===== src/rtl/bellek_hakemi.sv =====
// rtl/bellek_hakemi.sv - N-channel memory request arbiter, one transaction outstanding
// Optional response timeout enabled by defining HAKEM_ZAMAN_ASIMI_EN.
module bellek_hakemi #(
  parameter int KANAL_SAYISI    = 4,
  parameter int ADRES_GENISLIGI = 32,
  parameter int VERI_GENISLIGI  = 32,
  parameter int MASKE_GENISLIGI = 4,
  parameter int ZAMAN_ASIMI     = 255
) (
  input  logic                                    clk_i,
  input  logic                                    rst_i,
  input  logic                                    oncelik_modu_i,
  input  logic [KANAL_SAYISI-1:0]                 istek_gecerli_i,
  input  logic [KANAL_SAYISI*ADRES_GENISLIGI-1:0] istek_adres_i,
  input  logic [KANAL_SAYISI-1:0]                 istek_yaz_i,
  input  logic [KANAL_SAYISI*MASKE_GENISLIGI-1:0] istek_maske_i,
  input  logic [KANAL_SAYISI*VERI_GENISLIGI-1:0]  istek_veri_i,
  output logic [KANAL_SAYISI-1:0]                 yanit_hazir_o,
  output logic [VERI_GENISLIGI-1:0]               yanit_veri_o,
  output logic                                    hata_o,
  output logic                                    bellek_gecerli_o,
  output logic [ADRES_GENISLIGI-1:0]              bellek_adres_o,
  output logic                                    bellek_yaz_o,
  output logic [MASKE_GENISLIGI-1:0]              bellek_maske_o,
  output logic [VERI_GENISLIGI-1:0]               bellek_veri_o,
  input  logic                                    bellek_kabul_i,
  input  logic                                    bellek_yanit_gecerli_i,
  input  logic [VERI_GENISLIGI-1:0]               bellek_yanit_veri_i
);

  localparam int PW = $clog2(KANAL_SAYISI);

  if (KANAL_SAYISI < 2 || ZAMAN_ASIMI < 1 || MASKE_GENISLIGI * 8 != VERI_GENISLIGI) begin : g_hatali_parametre
    $error("bellek_hakemi: invalid parameter set");
  end

  typedef enum logic [1:0] {BOSTA, ISTEK, YANIT} durum_t;

  durum_t          durum;
  logic [PW-1:0]   isaretci;
  logic [PW-1:0]   hibe;
  logic [PW-1:0]   secim;
  logic [PW-1:0]   aday;
  logic            secim_var;
  logic            zaman_asimi;

  logic [ADRES_GENISLIGI-1:0] adres_k [KANAL_SAYISI];
  logic [MASKE_GENISLIGI-1:0] maske_k [KANAL_SAYISI];
  logic [VERI_GENISLIGI-1:0]  veri_k  [KANAL_SAYISI];

  for (genvar c = 0; c < KANAL_SAYISI; c++) begin : g_ayir
    assign adres_k[c] = istek_adres_i[c*ADRES_GENISLIGI +: ADRES_GENISLIGI];
    assign maske_k[c] = istek_maske_i[c*MASKE_GENISLIGI +: MASKE_GENISLIGI];
    assign veri_k[c]  = istek_veri_i[c*VERI_GENISLIGI +: VERI_GENISLIGI];
  end

  // Scan starts at 0 for fixed priority, at the pointer for round-robin.
  always_comb begin
    secim     = '0;
    secim_var = 1'b0;
    aday      = '0;
    for (int i = 0; i < KANAL_SAYISI; i++) begin
      aday = oncelik_modu_i ? PW'(i) : PW'((int'(isaretci) + i) % KANAL_SAYISI);
      if (!secim_var && istek_gecerli_i[aday]) begin
        secim     = aday;
        secim_var = 1'b1;
      end
    end
  end

  function automatic logic [PW-1:0] sonraki(input logic [PW-1:0] k);
    if (int'(k) == KANAL_SAYISI - 1) return '0;
    return k + PW'(1);
  endfunction

  function automatic logic [KANAL_SAYISI-1:0] tek_bit(input logic [PW-1:0] k);
    return {{(KANAL_SAYISI-1){1'b0}}, 1'b1} << k;
  endfunction

`ifdef HAKEM_ZAMAN_ASIMI_EN
  localparam int SW = $clog2(ZAMAN_ASIMI + 1);
  localparam logic [SW-1:0] SAYAC_SON = SW'(ZAMAN_ASIMI - 1);

  logic [SW-1:0] sayac;

  // Fires on the cycle the count would reach the limit; a response in that cycle still wins.
  assign zaman_asimi = (durum != BOSTA) && (sayac == SAYAC_SON) &&
                       !(durum == YANIT && bellek_yanit_gecerli_i);

  always_ff @(posedge clk_i or posedge rst_i) begin
    if (rst_i) begin
      sayac  <= '0;
      hata_o <= 1'b0;
    end else begin
      hata_o <= zaman_asimi;
      if (durum == BOSTA) sayac <= '0;
      else                sayac <= sayac + SW'(1);
    end
  end
`else
  assign zaman_asimi = 1'b0;
  assign hata_o      = 1'b0;
`endif

  always_ff @(posedge clk_i or posedge rst_i) begin
    if (rst_i) begin
      durum            <= BOSTA;
      isaretci         <= '0;
      hibe             <= '0;
      bellek_gecerli_o <= 1'b0;
      bellek_adres_o   <= '0;
      bellek_yaz_o     <= 1'b0;
      bellek_maske_o   <= '0;
      bellek_veri_o    <= '0;
      yanit_hazir_o    <= '0;
      yanit_veri_o     <= '0;
    end else begin
      yanit_hazir_o <= '0;
      case (durum)
        BOSTA: begin
          if (secim_var) begin
            hibe             <= secim;
            bellek_adres_o   <= adres_k[secim];
            bellek_yaz_o     <= istek_yaz_i[secim];
            bellek_maske_o   <= maske_k[secim];
            bellek_veri_o    <= veri_k[secim];
            bellek_gecerli_o <= 1'b1;
            durum            <= ISTEK;
            if (!oncelik_modu_i) isaretci <= sonraki(secim);
          end
        end
        ISTEK: begin
          if (zaman_asimi) begin
            yanit_hazir_o    <= tek_bit(hibe);
            yanit_veri_o     <= '0;
            bellek_gecerli_o <= 1'b0;
            durum            <= BOSTA;
          end else if (bellek_kabul_i) begin
            bellek_gecerli_o <= 1'b0;
            durum            <= YANIT;
          end
        end
        YANIT: begin
          if (bellek_yanit_gecerli_i) begin
            yanit_hazir_o <= tek_bit(hibe);
            yanit_veri_o  <= bellek_yanit_veri_i;
            durum         <= BOSTA;
          end else if (zaman_asimi) begin
            yanit_hazir_o <= tek_bit(hibe);
            yanit_veri_o  <= '0;
            durum         <= BOSTA;
          end
        end
        default: begin
          bellek_gecerli_o <= 1'b0;
          durum            <= BOSTA;
        end
      endcase
    end
  end

endmodule

===== config.mk =====
export PLATFORM = sky130hd
export DESIGN_NAME = bellek_hakemi
export DESIGN_NICKNAME = d
export VERILOG_FILES = /design/src/rtl/bellek_hakemi.sv
export SDC_FILE = /design/constraint.sdc
export NUM_CORES = 1
export LEC_CHECK = 0
export CORE_AREA = 2 2 163 165
export DETAILED_ROUTE_END_ITERATION = 16
export DIE_AREA = 0 0 165 167
export GPL_TIMING_DRIVEN = 0
export PLACE_DENSITY = 0.66
export SETUP_SLACK_MARGIN = 0.15
export SYNTH_ARGS = -nofsm -noshare
export SYNTH_HDL_FRONTEND = slang
export SYNTH_SLANG_ARGS = --single-unit

===== constraint.sdc =====
create_clock -name clk_i -period 4.2 [get_ports clk_i]
set_input_delay 0.42 -clock clk_i [delete_from_list [all_inputs] [get_ports clk_i]]
set_output_delay 0.42 -clock clk_i [all_outputs]
set_load 0.02 [all_outputs]

# Yosys cells after proc, flatten, opt, wreduce, memory -nomap -nowiden

Cells that the tools add are included.

Flip-flop bits (word level): 112
Input port bits: 317
Output and inout bits: 107
Logic and storage cells: 88

$add $sub $neg: 4
$lt $le $gt $ge: 6
Equality and inequality tests: 6
Shift operators: 1
Muxes and demuxes: 46
Bitwise gates (word level): 3
Reductions and logical operators: 12

Operators with widths:

| kind                                                                   | count |
|---|---|
| 32-bit binary-select mux with 2-bit select                             | 2 |
| 32-bit two-way mux                                                     | 4 |
| 2-bit two-way mux                                                      | 13 |
| 4-bit two-way mux                                                      | 4 |
| 2-bit by 3-bit < comparator with 1-bit output (second input constant)  | 5 |
| 1-bit two-way mux                                                      | 15 |
| 1-bit binary-select mux with 2-bit select                              | 5 |
| 3-bit AND reduction                                                    | 3 |
| 4-bit binary-select mux with 2-bit select                              | 1 |
| 2-bit inequality test (second input constant)                          | 3 |
| 2-bit one-hot mux with 3 select lines                                  | 1 |
| 2-bit by 1-bit adder with 2-bit output (second input constant)         | 2 |
| 2-bit adder (second input constant)                                    | 2 |
| 2-bit by 1-bit equality test with 1-bit output (second input constant) | 2 |
| 2-bit AND reduction                                                    | 2 |
| 1-bit by 2-bit << shifter with 4-bit output (first input constant)     | 1 |
| 3-bit greater-or-equal comparator (second input constant)              | 1 |
| 1-bit logical AND                                                      | 3 |
| 1-bit logical NOT                                                      | 3 |
| 2-bit inverter with 3-bit output                                       | 1 |
| 1-bit one-hot mux with 3 select lines                                  | 1 |
| 2-bit equality test (second input constant)                            | 1 |
| 2-bit logical NOT                                                      | 1 |
| 1-bit inverter                                                         | 2 |

# Depth between registers and ports, before layout

Gate-level depths: netlist of run 1.

Word-level depth: 19
Mapped depth: 10
Mapped depth without buffers: 6

# Least setup slack after synthesis of run 1

No wires, ideal clock.

Kind: input to register
From: in istek_gecerli_i[0]
To: reg bellek_veri_o[26]
Library setup time: 0.123 ns
Data arrival time: 2.308 ns
Required time: 4.077 ns
Path slack: 1.769 ns
Stages on the path: 9
Buffers on the path: 3
Cell sequence: clkbuf_1 -> nor3b_1 -> a211o_1 -> a211o_1 -> buf_2 -> nand2_4 -> buf_2 -> mux2_2 -> o221a_1

Longest elaborated chain between the ends: 16
Elaborated cells between the ends (all ways): 27
Classes of those cells: 19 x mux; 1 x bitwise; 7 x reduce/logical

RTL lines:

| item                                                   | line | RTL |
|---|---|---|
| start, declared                                        | 13   | `input logic [KANAL_SAYISI-1:0] istek_gecerli_i,` |
| 1-bit binary-select mux with 2-bit select              | 64   | `if (!secim_var && istek_gecerli_i[aday]) begin` |
| 1-bit two-way mux (implied by the code)                | 64   |  |
| 1-bit two-way mux                                      | 64   |  |
| 1-bit logical NOT                                      | 64   |  |
| 1-bit logical AND                                      | 64   |  |
| 1-bit two-way mux                                      | 64   |  |
| 1-bit logical NOT                                      | 64   |  |
| 1-bit logical AND                                      | 64   |  |
| 1-bit two-way mux                                      | 64   |  |
| 1-bit logical NOT                                      | 64   |  |
| 1-bit logical AND                                      | 64   |  |
| 2-bit two-way mux                                      | 64   |  |
| 2-bit inverter with 3-bit output (implied by the code) | 126  | `bellek_veri_o <= veri_k[secim];` |
| 32-bit binary-select mux with 2-bit select             | 126  |  |
| 32-bit two-way mux (implied by the code) (2 in a row)  | 126  |  |
| end signal, assigned                                   | 126  |  |
| end, declared                                          | 25   | `output logic [VERI_GENISLIGI-1:0] bellek_veri_o,` |

Several ways; a longest one is shown, not always the timed one. The select of a mux whose other input is x is not followed.
A chain may end at the register's enable or synchronous reset.

# Worst setup path in the final report of run 1

From: in istek_gecerli_i[1]
To: reg bellek_veri_o[3]

The elaborated chain is that of the path after synthesis.

==> results_dict.tcl, run 1 <==
set metrics [dict create \
    status "finished, final reports clean" \
    cts_tree "built" \
    antenna_cells 0 \
    hp-class "reg -> reg" \
    gp_congestion 0.843 \
    fp-row-count 59 \
    grt_first_pass_wirelength_um 45200 \
    wirelength_um 30800 \
    grt_setup_unrepaired "no" \
    syn_inst 637 \
    worstSkewPairLatency_ps 370 \
    drv_slew 0 \
    via_per_inst 5.15 \
    worstSetupPathType "in -> reg" \
    worst_slew_pin_slew_ps 1040 \
    period_needed_ps 3240 \
    worst-path-max-fanout 10 \
    top_usage_layer "met2" \
    gr-usage-all-layers 0.217 \
    cts-root-buf "clkbuf_16" \
    fp.coreArea_sq_um 25800 \
    worst_ep_required_time_ps 4510 \
    area_growth_pct 73.4 \
    synth.avg_cell_area_sq_um 10.7 \
    clockBufferDepth 2 \
    netlist-cell-type-count 43 \
    nFillCells 2484 \
    grt_max_degree 67 \
    finClkSkew_ps 10.2 \
    final_core_utilization 0.457 \
    fin_total_pwr_mw 7.87 \
    die_y_um 167 \
    placed_cell_area_sq_um 11500 \
    synth_fp_nets 954 \
    cap_viol_max_count 0 \
    hold_viol 0 \
    cts_sinks 112 \
    globalRouteOverflowTotal 0 \
    synth_edf_count 0 \
    powerDensity_nw_per_um2 668 \
    final_antenna_net_count 0 \
    p_leak_nw 4.35 \
    rrSetupSlack_ps 1070 \
    fin_area_sq_um 11800 \
    cts_hold_buf 0 \
    async_flop_share 1.00 \
    drc_errors 0 \
    r2r-start "isaretci[0]$_DFFE_PP0P_" \
    antenna_found_initial 2 \
    cp-end-kind "register" \
    reg2regPathDepth 9 \
    drt-pass1-iter-count 5 \
    critPathArrivalTime_ps 3550 \
    fmax_mhz 309 \
    die_area_sq_um 27600 \
    layout.nets 1386 \
    pin_count 424 \
    grt_pass1_vias 7397 \
    timing.rr.end "bellek_veri_o[3]$_DFFE_PP0P_" \
    setup_viol 0 \
    layout-drive-gt1-share 0.137 \
    hold_path_startpoint "hibe[0]$_DFFE_PP0P_" \
    drt_iter0_drc 435 \
    period_share 0.771 \
    cts.repair.resized 0 \
    synthDominantCellAreaShare 0.412 \
    yosysWarningCount 0 \
    wl_per_cell_um 21.9 \
    ys_ff_latch 112 \
    worstSetupStartpointType "input port" \
    grt.met2_usage 0.374 \
    synth_area_leaders "dfrtp_1, mux2_2, o221a_1" \
    start_util 0.264 \
    ir_worst_vdd_v 0.000227 \
    path_clk_slew_ps 90 \
    ys.flop_type "dfrtp_1" \
    cts_buffers 9 \
    netlist_area_sq_um 6800 \
    die_x_um 165 \
    vias 7262 \
    dp_hpwl_um 23700 \
    htree_levels 3 \
    relSlewSlack 0.303 \
    synth_top_area_cell "dfrtp_1" \
    yosysSeqAreaShare 0.412 \
    post_cts_buffers 0 \
    grtUsageMet3 0.0431 \
    hold-path-endpoint "yanit_hazir_o[2]$_DFF_PP0_" \
    met1_usage 0.271 \
    hold-path-cell-count 1 \
    port_buffers 420 \
]
==> cell type report <==
class / count / area [sq um] / share of cell area
inverters: 4 / 20.0 / 0.00170
multi-input cells: 443 / 3510 / 0.298
clock buffers: 9 / 225 / 0.0191
flip-flops and latches: 112 / 2800 / 0.238
clock inverters: 7 / 105 / 0.00892
well taps: 335 / 419 / 0.0356
plain buffers: 78 / 469 / 0.0398
repair buffers: 421 / 4230 / 0.359
==> layer usage <==
metal / wire length, um / vias to the layer above
met4: 669 / 2
met5: 16 / -
met3: 2250 / 42
met1: 12500 / 3528
li1: - / 3354
met2: 15400 / 336
==> cell usage after synthesis (2+ instances only) <==
cell type and instances:
nor2b_1 5, clkbuf_1 38, mux2_1 20, a211oi_1 2
buf_1 3, nor3_1 5, nor4_1 2, a211o_1 2
dfrtp_1 112, nand2b_1 3, buf_4 2, a211oi_2 2
o221a_1 69, mux2i_1 3, nand3_1 69, inv_1 4
mux2_2 83, buf_6 20, nand4_1 69, nor2_1 7
o21ai_0 72, nand2_1 8, nand3b_1 3, buf_2 15
==> power breakdown <==
group,switching [mW],internal [mW]
sequential,0.298,1.62
clock,0.497,0.490
combinational,2.57,2.40
total,3.36,4.51
==> cell families after synthesis <==
family / Yosys count / synth area share
DFF: 112 / 0.412
muxes: 106 / 0.175
xor gates and xnor gates: 1 / 0.00129
AOI/OAI and AO/OA: 157 / 0.191
buffers and inverters: 82 / 0.0712
and+or+nand+nor: 178 / 0.149
other: 1 / 0.000552
==> critical path: stages <==
cell	delay, ps
clkdlybuf4s50_1	550
nor4_1	380
a22oi_2	180
a211oi_2	800
buf_2	360
clkbuf_1	380
o21ai_0	140
nand4_1	130
o221a_1	190
==> worst max-delay path by stage <==
stage                             startpoint                            end  slack (ps)  cells past startpoint
after global routing      istek_gecerli_i[1]   bellek_veri_o[3]$_DFFE_PP0P_         760                      9
after CTS                 istek_gecerli_i[1]  bellek_veri_o[23]$_DFFE_PP0P_         940                      8
after floorplan                        rst_i  bellek_adres_o[0]$_DFFE_PP0P_         820                      1
final                     istek_gecerli_i[1]   bellek_veri_o[3]$_DFFE_PP0P_         960                      9
after detailed placement  istek_gecerli_i[1]  bellek_veri_o[23]$_DFFE_PP0P_         550                      8
after global placement                 rst_i  bellek_veri_o[14]$_DFFE_PP0P_       -1250                      2
==> stage by stage <==
step	cells	setup TNS (ps)	setup WS, ps	hold WS [ps]
6_report	1409	0	961	458
5_1_grt	1409	0	757	484
4_1_cts	1409	0	939	460
3_5_place_dp	1393	0	551	458
3_3_place_gp	1392	-139010	-1250	446
2_1_floorplan	637	0	821	432
==> state kept, by name (all words and copies together), names as in the netlist <==
| name | flops |
|---|---|
| bellek_maske_o | 4 |
| bellek_veri_o | 32 |
| durum | 2 |
| yanit_hazir_o | 4 |
| bellek_yaz_o | 1 |
| bellek_gecerli_o | 1 |
| yanit_veri_o | 32 |
| hibe | 2 |
| isaretci | 2 |
| bellek_adres_o | 32 |
==> cells in the final DEF (no fill, tap or decap), types with 2 or more instances in the layout <==
cell type / n
clkbuf_1: 38
nor4_1: 2
clkbuf_16: 9
nand2b_1: 3
nand3_1: 69
o221a_1: 69
inv_6: 2
nor3_1: 5
buf_2: 15
buf_6: 20
mux2i_1: 3
a211oi_1: 2
inv_8: 3
mux2_2: 83
nand3b_1: 3
nor2_1: 7
o21ai_0: 72
dfrtp_1: 112
buf_1: 3
nand2_1: 8
a211oi_2: 2
a211o_1: 2
nor2b_1: 5
inv_1: 3
clkinv_8: 2
nand4_1: 69
mux2_1: 20
buf_4: 2
clkdlybuf4s50_1: 420
Power figures use the tool's default switching activity.
==> inputs of run 2 (changes only) <==
clock period = 3.17 ns   (was 4.2 ns; I/O delays follow)
==> run 2 against run 1 <==
Compared with the run above: global-route usage decreased by 0.67 points; via count increased by 0.21%; clock-buffer cell count unchanged; sequential share of layout area decreased by 0.085 points; sequential cell count unchanged.
==> results_dict.tcl, run 2 (synthesized netlist as in run 1, its figures left out) <==
set metrics [dict create \
    p_leak_nw 4.35 \
    worst_ep_required_time_ps 3410 \
    worstSetupStartpointType "input port" \
    fp-row-count 59 \
    powerDensity_nw_per_um2 875 \
    finalSetupTns_ps 0 \
    drt-pass1-iter-count 5 \
    cp-end-kind "register" \
    cts_tree "built" \
    wirelength_um 29900 \
    relSlewSlack 0.407 \
    cts_buffers 9 \
    worst_slew_pin_slew_ps 888 \
    drv_slew 0 \
    final_cell_mix "clkdlybuf4s50_1, dfrtp_1, mux2_2, o21ai_0" \
    via_per_inst 5.15 \
    layout-drive-gt1-share 0.142 \
    grt_pass1_vias 7349 \
    layout_commonest_cell "clkdlybuf4s50_1" \
    antenna_cells 0 \
    hold_slack_ps 460 \
    fmax_mhz 344 \
    nFillCells 2471 \
    dp.cells 1394 \
    grt_max_degree 41 \
    period_needed_ps 2910 \
    finClkSkew_ps 13.0 \
    worstSetupPathType "in -> reg" \
    vias 7277 \
    die_y_um 167 \
    die_area_sq_um 27600 \
    setup_viol 0 \
    antenna_found_initial 0 \
    wl_per_cell_um 21.1 \
    status "finished, final reports clean" \
    hp-class "reg -> reg" \
    die_x_um 165 \
    globalRouteOverflowTotal 0 \
    final_cells 1412 \
    cts_hold_buf 0 \
    drc_errors 0 \
    cap_viol_max_count 0 \
    drt_iter0_drc 521 \
    ir_worst_vdd_v 0.000323 \
    start_util 0.264 \
    critPathArrivalTime_ps 3150 \
    clockBufferDepth 2 \
    final_antenna_net_count 0 \
    path_clk_slew_ps 80 \
    dp_hpwl_um 23100 \
    grt_setup_unrepaired "no" \
    cts_sinks 112 \
    worst-path-max-fanout 10 \
    area_growth_pct 74.0 \
    worstSkewPairLatency_ps 360 \
    pin_count 424 \
    cts-root-buf "clkbuf_16" \
    gp_congestion 0.861 \
    grt_first_pass_wirelength_um 44100 \
    fp.coreArea_sq_um 25800 \
    port_buffers 420 \
    layout.nets 1390 \
    period_share 0.917 \
    largestRegisters "bellek_adres_o (32), bellek_veri_o (32), yanit_veri_o (32)" \
    htree_levels 3 \
    hold_viol 0 \
    gr-usage-all-layers 0.210 \
]
run 2: power breakdown:
group / internal (mW) / leakage, nW / switching [mW]
sequential: 2.15 / 1.29 / 0.389
clock: 0.551 / 0.137 / 0.597
combinational: 3.23 / 2.93 / 3.43
total: 5.93 / 4.35 / 4.42
run 2: worst paths after layout:
kind                                          from                            end  slack (ps)  cells after the start
setup / recovery                istek_gecerli_i[1]  bellek_veri_o[30]$_DFFE_PP0P_         260                      9
hold / removal                 hibe[1]$_DFFE_PP0P_     yanit_hazir_o[1]$_DFF_PP0_         460                      1
setup reg to reg           isaretci[0]$_DFFE_PP0P_  bellek_veri_o[30]$_DFFE_PP0P_         300                      9
hold reg to reg                hibe[1]$_DFFE_PP0P_     yanit_hazir_o[1]$_DFF_PP0_         460                      1
max in group asynchronous                    rst_i  bellek_adres_o[8]$_DFFE_PP0P_        1990                      3
min in group asynchronous                    rst_i   yanit_veri_o[16]$_DFFE_PP0P_         470                      2
run 2: per-stage QoR:
stage / cell area [sq um] / worst slack, ps / total power [mW] / utilization
floorplan: 6800 / 810 / 6.32 / -
global placement: 11400 / -401 / 9.09 / 0.443
detailed placement: 11500 / -406 / 9.17 / 0.445
CTS: 11800 / 167 / 10.4 / 0.457
global route: 11800 / 175 / 11.0 / 0.459
finish: 11800 / 262 / 10.4 / 0.459
run 2: per-layer routing:
| metal | routed length [um] | share of wire | global-route usage |
|---|---|---|---|
| met5 | 0 | 0 | 0 |
| met4 | 439 | 0.015 | 0.0480 |
| met3 | 2020 | 0.068 | 0.0371 |
| met2 | 14900 | 0.50 | 0.357 |
| met1 | 12500 | 0.42 | 0.276 |
run 2: final cells by class:
| class | count | area, sq um | share of cell area |
|---|---|---|---|
| Timing Repair Buffer | 426 | 4270 | 0.361 |
| Multi-Input combinational cell | 443 | 3550 | 0.300 |
| Sequential cell | 112 | 2800 | 0.237 |
| Buffer | 77 | 477 | 0.0403 |
| Tap cell | 335 | 419 | 0.0354 |
| Clock buffer | 9 | 225 | 0.0190 |
| Clock inverter | 6 | 61.3 | 0.00518 |
| Inverter | 4 | 18.8 | 0.00159 |
run 2: repair_timing:
action,4_1_cts,5_1_grt
endpoints found under the setup margin,28,50
gates cloned,0,0
pin swaps,0,2
gates resized for setup,4,8
setup buffers,0,4
run 2: worst max-delay path: stages:
cell and delay, ps:
clkdlybuf4s50_1 560, nor4_1 400, a22oi_2 210, a211o_1 300
buf_2 260, nand2_8 200, buf_2 280, mux2_1 390
o221a_1 220
==> inputs of run 3 (changes only) <==
GPL_ROUTABILITY_DRIVEN = 1   (was default)
PLACE_DENSITY = default   (was 0.66)
==> run 3 against run 2 <==
Compared with the run above: cell count barely moved; clock skew fell by 6.1 ps; worst setup slack improved by 46 ps; routed wire length rose by 2.5%; clock-buffer cell count rose by 1.
==> results_dict.tcl, run 3 (synthesized netlist as in run 1, its figures left out) <==
set metrics [dict create \
    setup_viol 0 \
    period_share 0.903 \
    cts_tree "built" \
    cts_hold_buf 0 \
    fp.coreArea_sq_um 25800 \
    gr-usage-all-layers 0.217 \
    hold_viol 0 \
    layout.nets 1390 \
    p_leak_nw 4.36 \
    met1_usage 0.277 \
    via_per_inst 5.09 \
    pin_count 424 \
    grt_first_pass_wirelength_um 45000 \
    antenna_cells 0 \
    critPathTopFamily "buffers and inverters" \
    multi_input_area_sq_um 3540 \
    final_core_utilization 0.459 \
    htree_levels 3 \
    dp_hpwl_um 23700 \
    powerDensity_nw_per_um2 872 \
    drt-pass1-iter-count 4 \
    start_util 0.264 \
    nFillCells 2482 \
    cap_viol_max_count 0 \
    gp_congestion 0.833 \
    ir_worst_vdd_v 0.000347 \
    hp-class "in -> async" \
    worstSetupStartpointType "input port" \
    die_y_um 167 \
    vias 7195 \
    cp_cell_sequence "clkdlybuf4s50_1 > nor2b_1 > a22oi_2 > a211o_1 > buf_2 > nand2_4 > clkbuf_4 > mux2_2 > o221a_1" \
    worst_ep_required_time_ps 3420 \
    critPathBufInv 3 \
    period_needed_ps 2860 \
    port_buffers 420 \
    status "finished, final reports clean" \
    worst_slew_pin_slew_ps 755 \
    worstSetupPathType "in -> reg" \
    finalSetupTns_ps 0 \
    cts_buffers 9 \
    wl_per_cell_um 21.7 \
    area_growth_pct 74.2 \
    antenna_found_initial 0 \
    largestRegisters "bellek_adres_o (32), bellek_veri_o (32), yanit_veri_o (32)" \
    layout_commonest_cell "clkdlybuf4s50_1" \
    worstSkewPairLatency_ps 360 \
    grt_setup_unrepaired "no" \
    relSlewSlack 0.497 \
    cp-end-kind "register" \
    fp-row-count 59 \
    worst-path-max-fanout 10 \
    globalRouteOverflowTotal 0 \
    grtUsageMet3 0.0461 \
    die_area_sq_um 27600 \
    grt.met2_usage 0.373 \
    cts_sinks 112 \
    cts-root-buf "clkbuf_16" \
    drc_errors 0 \
    die_x_um 165 \
    final_cell_mix "clkdlybuf4s50_1, dfrtp_1, mux2_2, o21ai_0" \
    drv_slew 0 \
    top_usage_layer "met2" \
    finClkSkew_ps 6.92 \
    final_antenna_net_count 0 \
    wirelength_um 30600 \
    critPathArrivalTime_ps 3110 \
    drt_iter0_drc 510 \
    path_clk_slew_ps 80 \
    max_stage_delay_ps 570 \
    grt_pass1_vias 7409 \
    clockBufferDepth 2 \
    cpMaxStageDelayCell "clkdlybuf4s50_1" \
    grt_max_degree 40 \
    fmax_mhz 349 \
    layout-drive-gt1-share 0.143 \
    regArea_sq_um 2800 \
]
-- run 3: cell count changes in the layout (fill, tap and decap cells not counted), sizes merged --
cell    previous run  this run
clkbuf            49        52
buf               43        41
-- run 3: where the power goes --
part	leakage (nW)	switching [mW]	internal, mW	total, mW
registers	1.29	0.378	2.15	2.53
logic	2.93	3.41	3.21	6.62
clock network	0.138	0.618	0.556	1.17
total	4.36	4.41	5.92	10.3
-- run 3: final timing paths --
| path | start | endpoint | slack (ps) | cells past startpoint |
|---|---|---|---|---|
| min reg2reg | hibe[1]$_DFFE_PP0P_ | yanit_hazir_o[1]$_DFF_PP0_ | 470 | 1 |
| max reg2reg | isaretci[1]$_DFFE_PP0P_ | bellek_adres_o[21]$_DFFE_PP0P_ | 340 | 9 |
| max in group asynchronous | rst_i | bellek_veri_o[15]$_DFFE_PP0P_ | 2010 | 4 |
| min in group clk_i | hibe[1]$_DFFE_PP0P_ | yanit_hazir_o[1]$_DFF_PP0_ | 470 | 1 |
| min | rst_i | bellek_adres_o[16]$_DFFE_PP0P_ | 370 | 2 |
| max | oncelik_modu_i | bellek_adres_o[21]$_DFFE_PP0P_ | 310 | 9 |
-- run 3: cell type report --
| class | count | area share |
|---|---|---|
| Buffer | 78 | 0.0407 |
| Multi-Input combinational cell | 443 | 0.299 |
| Timing Repair Buffer | 425 | 0.362 |
| Tap cell | 335 | 0.0354 |
| Inverter | 4 | 0.00159 |
| Clock buffer | 10 | 0.0193 |
| Clock inverter | 6 | 0.00518 |
| Sequential cell | 112 | 0.237 |
-- run 3: metrics by stage --
stage                     total power [mW]  hold slack, ps  setup WS, ps  std cells  cell area (sq um)
after detailed placement              9.17             456          -330       1395              11500
after global routing                  11.0             388           151       1413              11800
after global placement                9.11             453          -311       1392              11400
final                                 10.3             366           308       1413              11800
after floorplan                       6.32             412           810        637               6800
after CTS                             10.4             366           129       1411              11800
-- run 3: what timing repair did --
| action | CTS | global route |
|---|---|---|
| gates resized for setup | 2 | 11 |
| setup buffers | 0 | 2 |
| endpoints found under the hold margin | 0 | 0 |
| setup endpoints to repair | 10 | 68 |
| pin swaps | 0 | 1 |
-- run 3: per-layer routing --
layer	vias up	routed length [um]
met5	-	0
met4	0	432
met3	23	2070
met2	298	15200
met1	3503	12900
li1	3371	-
